--- config.mk ---
export PLATFORM = sky130hd
export DESIGN_NAME = fetch_stage
export DESIGN_NICKNAME = d
export VERILOG_FILES = /design/src/rtl/fetch_stage_pkg.sv /design/src/rtl/fetch_skid_buf.sv /design/src/rtl/fetch_stage.sv
export SDC_FILE = /design/constraint.sdc
export NUM_CORES = 1
export LEC_CHECK = 0
export CAP_MARGIN = 15
export CORE_UTILIZATION = 58
export CTS_BUF_LIST = sky130_fd_sc_hd__clkbuf_2
export CTS_CLUSTER_DIAMETER = 150
export DETAILED_ROUTE_END_ITERATION = 16
export GPL_ROUTABILITY_DRIVEN = 0
export PLACE_DENSITY = 0.93
export SLEW_MARGIN = 20
export SYNTH_ARGS = -nofsm -noshare
export SYNTH_HDL_FRONTEND = slang
export SYNTH_SLANG_ARGS = --single-unit
--- constraint.sdc ---
create_clock -name clk -period 8.8 [get_ports clk]
set_input_delay 2.64 -clock clk [delete_from_list [all_inputs] [get_ports clk]]
set_output_delay 2.64 -clock clk [all_outputs]
set_load 0.05 [all_outputs]
--- src/rtl/fetch_stage_pkg.sv ---
// Shared constants and types for the fetch stage: bubble encoding, reset PC,
// fetch FSM state encodings and the skid-buffer entry layout.
package fetch_stage_pkg;

    localparam logic [31:0] NOP_INSTR_DEF = 32'h0000_0013;
    localparam logic [31:0] RESET_PC_DEF  = 32'h0000_0000;

    typedef enum logic [1:0] {
        IDLE = 2'b00,
        REQ  = 2'b01,
        WAIT = 2'b10,
        DROP = 2'b11
    } fetch_state_t;

    typedef struct packed {
        logic [31:0] instr;
        logic [31:0] pc;
    } skid_entry_t;

    // Instruction fetch is always word granular.
    function automatic logic [31:0] word_align(input logic [31:0] addr);
        return addr & 32'hFFFF_FFFC;
    endfunction

endpackage

--- src/rtl/fetch_skid_buf.sv ---
// fetch_skid_buf: one-entry {instr, pc} holding register for a response decode could not take.
// Latency: loaded entry is visible (full=1) the cycle after load.
// Backpressure: none internally; the owner stops requesting while full is set.
module fetch_skid_buf
    import fetch_stage_pkg::*;
(
    input  logic        clk,
    input  logic        reset,
    input  logic        load,
    input  logic        drain,
    input  logic        clear,
    input  skid_entry_t load_entry,
    output logic        full,
    output skid_entry_t entry
);

    always_ff @(posedge clk) begin
        if (!reset) begin
            full  <= 1'b0;
            entry <= '0;
        end else begin
            if (clear || drain) begin
                full <= 1'b0;
            end
            if (load) begin
                full  <= 1'b1;
                entry <= load_entry;
            end
        end
    end

endmodule

--- src/rtl/fetch_stage.sv ---
// fetch_stage: RV32I IF stage + IF/ID register; FETCH_PERF_EN adds bubble/stall counters.
// Latency: first valid_D 3 cycles after reset release (gnt same cycle, rvalid next); 1 instr/cycle sustained.
// Backpressure: stall holds IF/ID; a response landing under stall parks in a skid and requests pause until it drains.
module fetch_stage
    import fetch_stage_pkg::*;
#(
    parameter logic [31:0] RESET_PC  = RESET_PC_DEF,
    parameter logic [31:0] NOP_INSTR = NOP_INSTR_DEF
) (
    input  logic        clk,
    input  logic        reset,
    input  logic        stall,
    input  logic        flush,
    input  logic [31:0] redirect_pc,
    output logic        imem_req,
    output logic [31:0] imem_addr,
    input  logic        imem_gnt,
    input  logic        imem_rvalid,
    input  logic [31:0] imem_rdata,
    output logic [31:0] instr_D,
    output logic [31:0] pc_D,
    output logic [31:0] pc4_D,
    output logic        valid_D
`ifdef FETCH_PERF_EN
    ,
    output logic [31:0] perf_bubble_cnt,
    output logic [31:0] perf_stall_cnt
`endif
);

    fetch_state_t state_q, state_d;
    logic [31:0]  pc_f_q, pc_f_d, pc_f_inc, redirect_al;
    logic         rsp_vld, rsp_accept, skid_load, skid_drain, skid_full;
    skid_entry_t  skid_in, skid_out;

    assign pc_f_inc    = pc_f_q + 32'd4;
    assign redirect_al = word_align(redirect_pc);
    assign rsp_vld     = (state_q == WAIT) && imem_rvalid;
    assign rsp_accept  = rsp_vld && !flush && !stall && !skid_full;
    assign skid_load   = rsp_vld && !flush && (stall || skid_full);
    assign skid_drain  = skid_full && !stall && !flush;
    assign skid_in     = {imem_rdata, pc_f_q};

    fetch_skid_buf u_skid (
        .clk        (clk),
        .reset      (reset),
        .load       (skid_load),
        .drain      (skid_drain),
        .clear      (flush),
        .load_entry (skid_in),
        .full       (skid_full),
        .entry      (skid_out)
    );

    always_ff @(posedge clk) begin
        if (!reset) begin
            state_q <= IDLE;
            pc_f_q  <= RESET_PC;
        end else begin
            state_q <= state_d;
            pc_f_q  <= pc_f_d;
        end
    end

    // pc_f_q is the address of the outstanding request in WAIT, the next one otherwise.
    always_comb begin
        state_d   = state_q;
        pc_f_d    = pc_f_q;
        imem_req  = 1'b0;
        imem_addr = word_align(pc_f_q);
        case (state_q)
            IDLE: begin
                state_d = REQ;
                if (flush) pc_f_d = redirect_al;
            end
            REQ: begin
                imem_req = !skid_full;
                if (flush) begin
                    pc_f_d = redirect_al;
                    if (imem_req && imem_gnt) state_d = DROP;
                end else if (imem_req && imem_gnt) begin
                    state_d = WAIT;
                end
            end
            WAIT: begin
                if (imem_rvalid) begin
                    if (flush) begin
                        pc_f_d  = redirect_al;
                        state_d = REQ;
                    end else begin
                        pc_f_d  = pc_f_inc;
                        state_d = REQ;
                        if (rsp_accept) begin
                            imem_req  = 1'b1;
                            imem_addr = word_align(pc_f_inc);
                            if (imem_gnt) state_d = WAIT;
                        end
                    end
                end else if (flush) begin
                    pc_f_d  = redirect_al;
                    state_d = DROP;
                end
            end
            DROP: begin
                if (flush) pc_f_d = redirect_al;
                if (imem_rvalid) state_d = REQ;
            end
            default: state_d = IDLE;
        endcase
    end

    always_ff @(posedge clk) begin
        if (!reset) begin
            instr_D <= NOP_INSTR;
            pc_D    <= 32'd0;
            pc4_D   <= 32'd4;
            valid_D <= 1'b0;
        end else if (flush) begin
            instr_D <= NOP_INSTR;
            valid_D <= 1'b0;
        end else if (stall) begin
            instr_D <= instr_D;
        end else if (skid_full) begin
            instr_D <= skid_out.instr;
            pc_D    <= skid_out.pc;
            pc4_D   <= skid_out.pc + 32'd4;
            valid_D <= 1'b1;
        end else if (rsp_accept) begin
            instr_D <= imem_rdata;
            pc_D    <= pc_f_q;
            pc4_D   <= pc_f_inc;
            valid_D <= 1'b1;
        end else begin
            instr_D <= NOP_INSTR;
            valid_D <= 1'b0;
        end
    end

`ifdef FETCH_PERF_EN
    logic bubble_load;
    assign bubble_load = !stall && (flush || (!skid_full && !rsp_accept));

    always_ff @(posedge clk) begin
        if (!reset) begin
            perf_bubble_cnt <= 32'd0;
            perf_stall_cnt  <= 32'd0;
        end else begin
            if (bubble_load && (perf_bubble_cnt != 32'hFFFF_FFFF))
                perf_bubble_cnt <= perf_bubble_cnt + 32'd1;
            if (stall && (perf_stall_cnt != 32'hFFFF_FFFF))
                perf_stall_cnt <= perf_stall_cnt + 32'd1;
        end
    end
`endif

endmodule

==> results.json <==
{
  "synth_common_cells": "nand2_1 (228), dfxtp_1 (194), clkbuf_1 (89), a21boi_0 (72), nor2_1 (56)",
  "synth_area_leaders": "dfxtp_1 (40%), nand2_1 (8.8%), a21boi_0 (5.5%)",
  "powerDensity_mw_per_mm2": 138,
  "htreeDepth": 4,
  "final-setup-viol-count": 0,
  "placed_area_mm2": 0.0120,
  "synth-edff-count": 0,
  "max_cap_viol_count": 0,
  "dieArea_mm2": 0.0174,
  "root_buffer": "clkbuf_2",
  "yosys_warnings": 0,
  "status": "completed",
  "worst_path_max_delay_cell": "clkdlybuf4s50_1",
  "numPortBuffers": 195,
  "hold_slack_ns": 0.485,
  "totalWireLength_um": 28700,
  "clkLatencyLatePin_ns": 0.83,
  "async_reset_ff_share_pct": 0,
  "grt_max_degree": 100,
  "crit_buf_inv": 3,
  "clock_path_buffers": 2,
  "seq_area_frac_synth_pct": 39.7,
  "period_needed_ns": 7.89,
  "drc": 0,
  "hold_viol_final": 0,
  "synthFlopType": "dfxtp_1",
  "num_vias": 9547,
  "ys_types": 59,
  "worstPathRequired_ns": 6.16,
  "p_total_mw": 1.68,
  "rsz0062_at_grt": "no",
  "coreArea_mm2": 0.0165,
  "path_clk_slew_ns": 0.32,
  "die_w_um": 132,
  "nets": 1363,
  "critical_path_arrival_ns": 5.25,
  "final_util_pct": 74.0,
  "syn_avg_cell_area_um2": 8.33,
  "worst-setup-path-type": "primary input to output pin",
  "cp_num_cells": 7,
  "cts_tree": "built",
  "place_hpwl_um": 19500,
  "detail_route.wl_per_cell_um": 18.9,
  "die_y_um": 132,
  "grt_pass1_wl_um": 45400,
  "io-pin-count": 200,
  "cts_resized": 0,
  "hold_buffers": 0,
  "first_global_vias": 9058,
  "final.fill_count": 1151,
  "critPathTopFamily": "buffers and inverters",
  "synth_most_common_cell": "nand2_1",
  "vias_per_cell": 6.27,
  "mappedNetlistArea_mm2": 0.00978,
  "syn-instance-count": 1174,
  "yosys.area.top_type": "dfxtp_1",
  "ir_worst_vdd_v": 0.0000910,
  "num_rows": 47,
  "drive_above_1_share_pct": 7.30,
  "fin_area_mm2": 0.0122,
  "track_usage_pct": 32.5,
  "startpoint_type": "primary input",
  "gr-total-overflow": 0,
  "antenna_found_initial": 1,
  "synth_top_area_share_pct": 39.7,
  "cts_sinks": 194,
  "cts_buffers": 17,
  "relSlewSlack_pct": 29.5,
  "syn2layout_area_growth_pct": 25.0,
  "synth_seq_cells": 194,
  "clock_skew_ns": 0.0444,
  "worstHoldPathCells": 2,
  "drv_slew": 0,
  "period_share_pct": 89.7,
  "hp-class": "register to register",
  "leakagePower_nw": 4.44,
  "postCtsSetupBuffers": 0,
  "setup_tns_ns": 0,
  "start_util_pct": 59.2,
  "antenna_left": 0,
  "max_stage_delay_ns": 0.72,
  "drt-initial-drc-count": 1241,
  "fmax_mhz": 127,
  "crit_path_max_fanout": 38,
  "worst_slew_pin_slew_ns": 1.06,
  "crit_chain": "clkdlybuf4s50_1, nand3b_1, nor3_2, buf_4, nand4_1, xnor2_1, buf_12",
  "worst-r2r-cell-count": 6,
  "firstDrtPassIters": 9,
  "crit_path_end_kind": "output pin"
}
## layout make-up
cell class | count | area [µm²] | share of cell area, %
Antenna cell | 1 | 2.50 | 0.0205
Clock buffer | 17 | 85.1 | 0.696
Clock inverter | 15 | 168 | 1.37
Inverter | 19 | 71.3 | 0.584
Multi-Input combinational cell | 846 | 5370 | 44.0
Sequential cell | 194 | 3880 | 31.8
Tap cell | 220 | 275 | 2.25
Timing Repair Buffer | 210 | 2360 | 19.3
## flip-flops by register name, indices dropped and copies added (netlist names)
register,count
valid_D,1
pc_f_q,32
pc4_D,30
u_skid.full,1
instr_D,32
state_q,2
pc_D,32
u_skid.entry,64
## path summary, 6_finish.rpt
kind                          from                to  slack (ns)
setup / recovery             flush     imem_addr[21]        0.91
hold / removal    u_skid.entry[47]  u_skid.entry[47]        0.48
setup reg to reg       u_skid.full       instr_D[28]        5.68
hold reg to reg   u_skid.entry[47]  u_skid.entry[47]        0.48
## placed cells by master, fill, tap and decap left out, drive strengths merged, types with 34 or more instances in the layout
cell / instances
nor2: 56
clkdlybuf4s50: 164
o21ai: 36
a21boi: 72
o211a: 41
dfxtp: 194
nand3: 34
xnor2: 55
nand2: 228
buf: 46
## through the flow
| step | std cells | worst slack, ns |
|---|---|---|
| finish | 1522 | 0.908 |
| CTS | 1521 | 0.920 |
| global route | 1522 | 0.791 |
| floorplan | 1175 | 1.58 |
| global placement | 1489 | 1.09 |
| detailed placement | 1489 | 0.951 |
## metal layers
layer	track usage, %	vias to the layer above	part of all wire [%]
met1	38.3	4507	38
li1	-	4386	-
met5	0	-	0
met4	17.8	0	3.6
met3	7.38	95	10
met2	54.9	559	48
## worst register-to-register path: stages, from the launching register on
cell and delay, ns:
dfxtp_2 0.40, buf_4 0.73, clkinv_1 0.72, nor2_2 0.68, buf_4 0.34, a222oi_1 0.10
nor2_1 0.11
## power by group
group / leakage, nW / switching [mW] / internal [mW] / total [mW]
Sequential: 1.57 / 0.0339 / 0.903 / 0.936
Clock: 0.145 / 0.349 / 0.118 / 0.468
Combinational: 2.72 / 0.158 / 0.122 / 0.280
## cell families after synthesis
family,count (synthesis),synth area share (%)
and+or+nand+nor,453,21.7
AOI/OAI and AO/OA,265,21.0
DFF,194,39.7
buffers and inverters,135,5.66
xor gates and xnor gates,87,7.79
muxes,34,3.49
adders and majority gates,5,0.640
other,1,0.0384
No activity file was read; power rests on OpenSTA's default activity.
